<file path="src/rtl/shift_seq_ctrl.sv">
// shift_seq_ctrl: loads a word into a universal shift register, rotates it
// count times, then returns the result. Optional abort port: SHIFT_SEQ_ABORT_EN.
module shift_seq_ctrl #(
   parameter int WIDTH = 4,
   parameter int CNT_W = 3
) (
   input  logic             clk,
   input  logic             reset,
`ifdef SHIFT_SEQ_ABORT_EN
   input  logic             abort,
`endif
   input  logic             cmd_valid,
   output logic             cmd_ready,
   input  logic [WIDTH-1:0] cmd_data,
   input  logic             cmd_dir,
   input  logic [CNT_W-1:0] cmd_count,
   output logic             rsp_valid,
   input  logic             rsp_ready,
   output logic [WIDTH-1:0] rsp_data,
   output logic [1:0]       usr_mode,
   output logic [WIDTH-1:0] usr_d_in,
   input  logic [WIDTH-1:0] usr_d_out,
   output logic             busy
);

   localparam logic [1:0] MODE_HOLD = 2'b00;
   localparam logic [1:0] MODE_ROR  = 2'b01;
   localparam logic [1:0] MODE_ROL  = 2'b10;
   localparam logic [1:0] MODE_LOAD = 2'b11;

   localparam logic [CNT_W-1:0] CNT_ONE = CNT_W'(1);

   typedef enum logic [1:0] {
      IDLE,
      LOAD,
      SHIFT,
      RESP
   } state_t;

   state_t state, state_nx;

   logic [WIDTH-1:0] data_q, data_nx;
   logic             dir_q, dir_nx;
   logic [CNT_W-1:0] cnt_q, cnt_nx;
   logic             abort_req;

`ifdef SHIFT_SEQ_ABORT_EN
   assign abort_req = abort;
`else
   assign abort_req = 1'b0;
`endif

   always_ff @(posedge clk) begin
      if (reset) begin
         state  <= IDLE;
         data_q <= '0;
         dir_q  <= 1'b0;
         cnt_q  <= '0;
      end else begin
         state  <= state_nx;
         data_q <= data_nx;
         dir_q  <= dir_nx;
         cnt_q  <= cnt_nx;
      end
   end

   always_comb begin
      state_nx  = state;
      data_nx   = data_q;
      dir_nx    = dir_q;
      cnt_nx    = cnt_q;
      cmd_ready = 1'b0;
      rsp_valid = 1'b0;
      usr_mode  = MODE_HOLD;
      usr_d_in  = '0;

      unique case (state)
         IDLE: begin
            cmd_ready = 1'b1;
            if (cmd_valid) begin
               data_nx  = cmd_data;
               dir_nx   = cmd_dir;
               cnt_nx   = cmd_count;
               state_nx = LOAD;
            end
         end
         LOAD: begin
            if (abort_req) begin
               cnt_nx   = '0;
               state_nx = IDLE;
            end else begin
               usr_mode = MODE_LOAD;
               usr_d_in = data_q;
               state_nx = (cnt_q != '0) ? SHIFT : RESP;
            end
         end
         SHIFT: begin
            if (abort_req) begin
               cnt_nx   = '0;
               state_nx = IDLE;
            end else begin
               // feed the current value back so the register rotates in place
               usr_mode = dir_q ? MODE_ROL : MODE_ROR;
               usr_d_in = usr_d_out;
               cnt_nx   = cnt_q - CNT_ONE;
               if (cnt_q == CNT_ONE) begin
                  state_nx = RESP;
               end
            end
         end
         RESP: begin
            rsp_valid = 1'b1;
            if (rsp_ready) begin
               state_nx = IDLE;
            end
         end
         default: begin
            state_nx = IDLE;
         end
      endcase
   end

   assign rsp_data = usr_d_out;
   assign busy     = (state != IDLE);

endmodule

</file>
<file path="config.mk">
export PLATFORM = sky130hd
export DESIGN_NAME = shift_seq_ctrl
export DESIGN_NICKNAME = d
export VERILOG_FILES = /design/src/rtl/shift_seq_ctrl.sv
export SDC_FILE = /design/constraint.sdc
export NUM_CORES = 1
export LEC_CHECK = 0
export CELL_PAD_IN_SITES_DETAIL_PLACEMENT = 1
export CELL_PAD_IN_SITES_GLOBAL_PLACEMENT = 1
export CORE_MARGIN = 10
export CORE_UTILIZATION = 31
export DETAILED_ROUTE_END_ITERATION = 7
export PLACE_DENSITY_LB_ADDON = 0.1
export SETUP_SLACK_MARGIN = 0.2
export SKIP_LAST_GASP = 1
export SLEW_MARGIN = 15
export SYNTH_ARGS = -nofsm -noshare
export SYNTH_HDL_FRONTEND = slang
export SYNTH_SLANG_ARGS = --single-unit
</file>
<file path="constraint.sdc">
create_clock -name clk -period 3.45 [get_ports clk]
set_input_delay 0.69 -clock clk [delete_from_list [all_inputs] [get_ports clk]]
set_output_delay 0.69 -clock clk [all_outputs]
set_load 0.01 [all_outputs]
</file>
==> metrics.txt <==
# TYPE chip_impl_metric gauge
chip_impl_info{name="status",value="complete, no violations"} 1
chip_impl_metric{name="detail-route-antenna-nets",unit=""} 0
chip_impl_metric{name="antenna-diode-count",unit=""} 0
chip_impl_metric{name="initial_utilization",unit=""} 0.333
chip_impl_metric{name="worstRegToRegCells",unit=""} 5
chip_impl_info{name="worstReg2RegStart",value="state[1]"} 1
chip_impl_metric{name="maxcap_violations",unit=""} 0
chip_impl_metric{name="grt_max_degree",unit=""} 11
chip_impl_metric{name="detailedPlace.worstSlack",unit="ns"} 0.836
chip_impl_metric{name="ys_seq_area_frac",unit=""} 0.297
chip_impl_metric{name="syn-cell-area",unit="um^2"} 673
chip_impl_info{name="grt_setup_unrepaired",value="no"} 1
chip_impl_metric{name="postLayoutSetupSlackWorst",unit="ns"} 0.850
chip_impl_info{name="clock_tree.root_cell",value="clkbuf_4"} 1
chip_impl_metric{name="post-place-cells",unit=""} 131
chip_impl_info{name="dominant_cell_type_by_area_after_synthesis",value="dfxtp_1"} 1
chip_impl_metric{name="postCtsResizedCells",unit=""} 0
chip_impl_info{name="critical_path.startpoint",value="usr_d_out[2]"} 1
chip_impl_metric{name="drt_pass1_iterations",unit=""} 4
chip_impl_metric{name="gate_count_after_technology_mapping",unit=""} 83
chip_impl_metric{name="number_of_filler_cells_placed_in_the_layout",unit=""} 245
chip_impl_metric{name="finalHoldViolCount",unit=""} 0
chip_impl_metric{name="grt_overflow",unit=""} 0
chip_impl_metric{name="setup_violations",unit=""} 0
chip_impl_metric{name="hold_depth",unit=""} 2
chip_impl_metric{name="via_per_inst",unit=""} 4.81
chip_impl_metric{name="slew-limit-headroom",unit=""} 0.633
chip_impl_metric{name="grt_antenna_before_repair",unit=""} 0
chip_impl_metric{name="timing.final.crit_period",unit="ns"} 2.60
chip_impl_metric{name="wire_length_of_the_first_global_routing_pass",unit="mm"} 3.32
chip_impl_metric{name="port-buffer-count",unit=""} 28
chip_impl_metric{name="layout-drive-gt1-share",unit=""} 0.0556
chip_impl_metric{name="ioPinCount",unit=""} 29
chip_impl_metric{name="synth_top_area_share",unit=""} 0.297
chip_impl_metric{name="num-nets-final",unit=""} 133
chip_impl_info{name="timing.critical_path.from_type",value="input port"} 1
chip_impl_metric{name="timing.clock.skew",unit="ns"} 0.00114
chip_impl_metric{name="detail_route.wl_per_cell",unit="um"} 14.6
chip_impl_metric{name="holdWs",unit="ns"} 0.462
chip_impl_metric{name="insertion_delay",unit="ns"} 0.26
chip_impl_metric{name="holdBufCountCts",unit=""} 0
chip_impl_metric{name="power",unit="uW"} 697
chip_impl_metric{name="finalMaxSlewViolations",unit=""} 0
chip_impl_metric{name="worst_ir_drop_vdd",unit="mV"} 0.337
chip_impl_metric{name="ys_warn_count",unit=""} 0
chip_impl_metric{name="num_rows",unit=""} 16
chip_impl_metric{name="required",unit="ns"} 2.76
chip_impl_metric{name="overall_via_count_from_detail_route",unit=""} 649
chip_impl_metric{name="groute.usage.overall",unit=""} 0.0939
chip_impl_metric{name="syn_area_per_cell",unit="um^2"} 8.11
chip_impl_metric{name="drt_drc_violations_left",unit=""} 0
chip_impl_info{name="type_of_destination_of_the_critical_path",value="output port"} 1
chip_impl_metric{name="final_hpwl_dp",unit="mm"} 1.55
chip_impl_metric{name="ffs_latches_synth",unit=""} 10
chip_impl_metric{name="path_clk_slew",unit="ns"} 0.07
chip_impl_info{name="reg2reg_to",value="state[1]"} 1
chip_impl_metric{name="setup_tns",unit="ns"} 0
chip_impl_metric{name="p_leak",unit="nW"} 0.379
chip_impl_metric{name="final_gp_congestion",unit=""} 0.708
chip_impl_metric{name="final.period_utilization",unit=""} 0.754
chip_impl_metric{name="synth.net_count",unit=""} 107
chip_impl_info{name="tritoncts_clock_tree",value="yes"} 1
chip_impl_metric{name="worstMarginPinSlew",unit="ns"} 0.550
chip_impl_info{name="min_from",value="data_q[2]"} 1
chip_impl_metric{name="finish.cell_count_without_fillers",unit=""} 135
chip_impl_metric{name="wl",unit="mm"} 1.97
chip_impl_info{name="synthTopCellsByArea",value="dfxtp_1 (30%), ha_1 (15%), a21oi_1 (6.7%), a22oi_1 (5.6%), buf_4 (5.6%)"} 1
chip_impl_metric{name="flow.area_growth_from_synthesis",unit="%"} 44.2
chip_impl_metric{name="number_of_global_route_vias_before_repair",unit=""} 728
chip_impl_metric{name="cp_max_fo",unit=""} 2
chip_impl_metric{name="count_of_cell_types_in_the_netlist",unit=""} 24
chip_impl_metric{name="cts_buffer_depth",unit=""} 2
chip_impl_metric{name="htree_levels",unit=""} 1
chip_impl_metric{name="floorplan.die_area",unit="um^2"} 4440
chip_impl_metric{name="reg2reg_slack",unit="ns"} 1.63
chip_impl_metric{name="max_clock_freq",unit="MHz"} 385
chip_impl_metric{name="post_cts_setup_buffer_count",unit=""} 0
chip_impl_metric{name="tritoncts_buffer_count",unit=""} 3
chip_impl_metric{name="die-width",unit="um"} 66.6
chip_impl_metric{name="clock_sink_count",unit=""} 10
chip_impl_metric{name="coreArea",unit="um^2"} 2020
chip_impl_metric{name="die_h",unit="um"} 66.6
chip_impl_metric{name="arrival",unit="ns"} 1.91
chip_impl_info{name="setup.worst_path.class",value="in2out"} 1
chip_impl_metric{name="detailedRoute.firstIterationViolations",unit=""} 14
chip_impl_metric{name="power_per_cell_area",unit="nW/um^2"} 718
chip_impl_info{name="worst_min_path_class",value="reg2reg"} 1
chip_impl_info{name="hold_end",value="data_q[2]"} 1
## registers in the layout, summed over array words and instances, names as in the netlist
signal / cells
cnt_q: 3
state: 2
dir_q: 1
data_q: 4
## report_power, final
part,internal [mW],switching (mW)
combinational,0.198,0.217
sequential,0.149,0.0256
clock,0.0640,0.0436
## kinds of logic (layout without fill, tap and decap cells)
kind of cell / count (synthesis) / count (layout) / synth area share
AO/OA/AOI/OAI: 23 / 23 / 0.219
adder cells (fa/ha/maj): 8 / 8 / 0.149
buffers and inverters: 15 / 40 / 0.123
flip-flops: 10 / 10 / 0.297
multiplexers: 2 / 2 / 0.0316
AND/OR/NAND/NOR: 25 / 25 / 0.180
## placed cells by master (no fill, tap or decap)
cell type | synthesis | routed
nor2_1 | 4 | 4
clkbuf_4 | 0 | 3
nor2b_1 | 6 | 6
a21oi_1 | 9 | 9
mux2i_1 | 1 | 1
ha_1 | 8 | 8
clkdlybuf4s50_1 | 0 | 28
mux2_2 | 1 | 1
a221oi_1 | 1 | 1
o21ai_0 | 3 | 3
o21a_1 | 1 | 1
nand2_1 | 8 | 8
a222oi_1 | 1 | 1
nand2b_1 | 1 | 1
a211oi_1 | 1 | 1
inv_2 | 1 | 1
nand3_1 | 5 | 5
o2bb2ai_1 | 1 | 1
a22oi_1 | 5 | 5
clkbuf_8 | 0 | 1
inv_1 | 7 | 7
nand3b_1 | 1 | 1
dfxtp_1 | 10 | 10
a21o_1 | 1 | 1
## synthesized netlist by cell type, drive strengths merged
cell type   n
a211oi      1
a21o        1
a21oi       9
a221oi      1
a222oi      1
a22oi       5
buf         7
dfxtp      10
ha          8
inv         8
mux2        1
mux2i       1
nand2       8
nand2b      1
nand3       5
nand3b      1
nor2        4
nor2b       6
o21a        1
o21ai       3
o2bb2ai     1
## critical path, cell delays in order
cell and delay (ns):
clkdlybuf4s50_1 0.48, a22oi_1 0.07, nor2b_1 0.12, clkdlybuf4s50_1 0.54
## through the flow
stage	instance area (um^2)	util
3_3_place_gp	935	0.462
2_1_floorplan	673	-
6_report	971	0.480
3_5_place_dp	935	0.462
5_1_grt	971	0.480
4_1_cts	971	0.480
## routing by layer
layer / vias up / wire length [um] / global-route usage / share of wire
met5: - / 0 / 0 / 0
met4: 0 / 9 / 0.0366 / 0.0046
met3: 2 / 162 / 0.0385 / 0.082
met2: 19 / 936 / 0.159 / 0.47
met1: 296 / 864 / 0.101 / 0.44
li1: 332 / - / - / -
## layout make-up
| class | instances | area (um^2) | share of cell area |
|---|---|---|---|
| Multi-Input combinational cell | 58 | 390 | 0.402 |
| Timing Repair Buffer | 28 | 280 | 0.289 |
| Sequential cell | 10 | 200 | 0.206 |
| Clock buffer | 4 | 36.3 | 0.0374 |
| Tap cell | 27 | 33.8 | 0.0348 |
| Inverter | 8 | 30.0 | 0.0309 |
## how the worst max path moves through the flow
stage             endpoint
2_1_floorplan  usr_d_in[0]
3_3_place_gp   usr_d_in[2]
3_5_place_dp   usr_d_in[2]
4_1_cts        usr_d_in[2]
5_1_grt        usr_d_in[0]
6_report       usr_d_in[2]
Power figures use the tool's default switching activity.
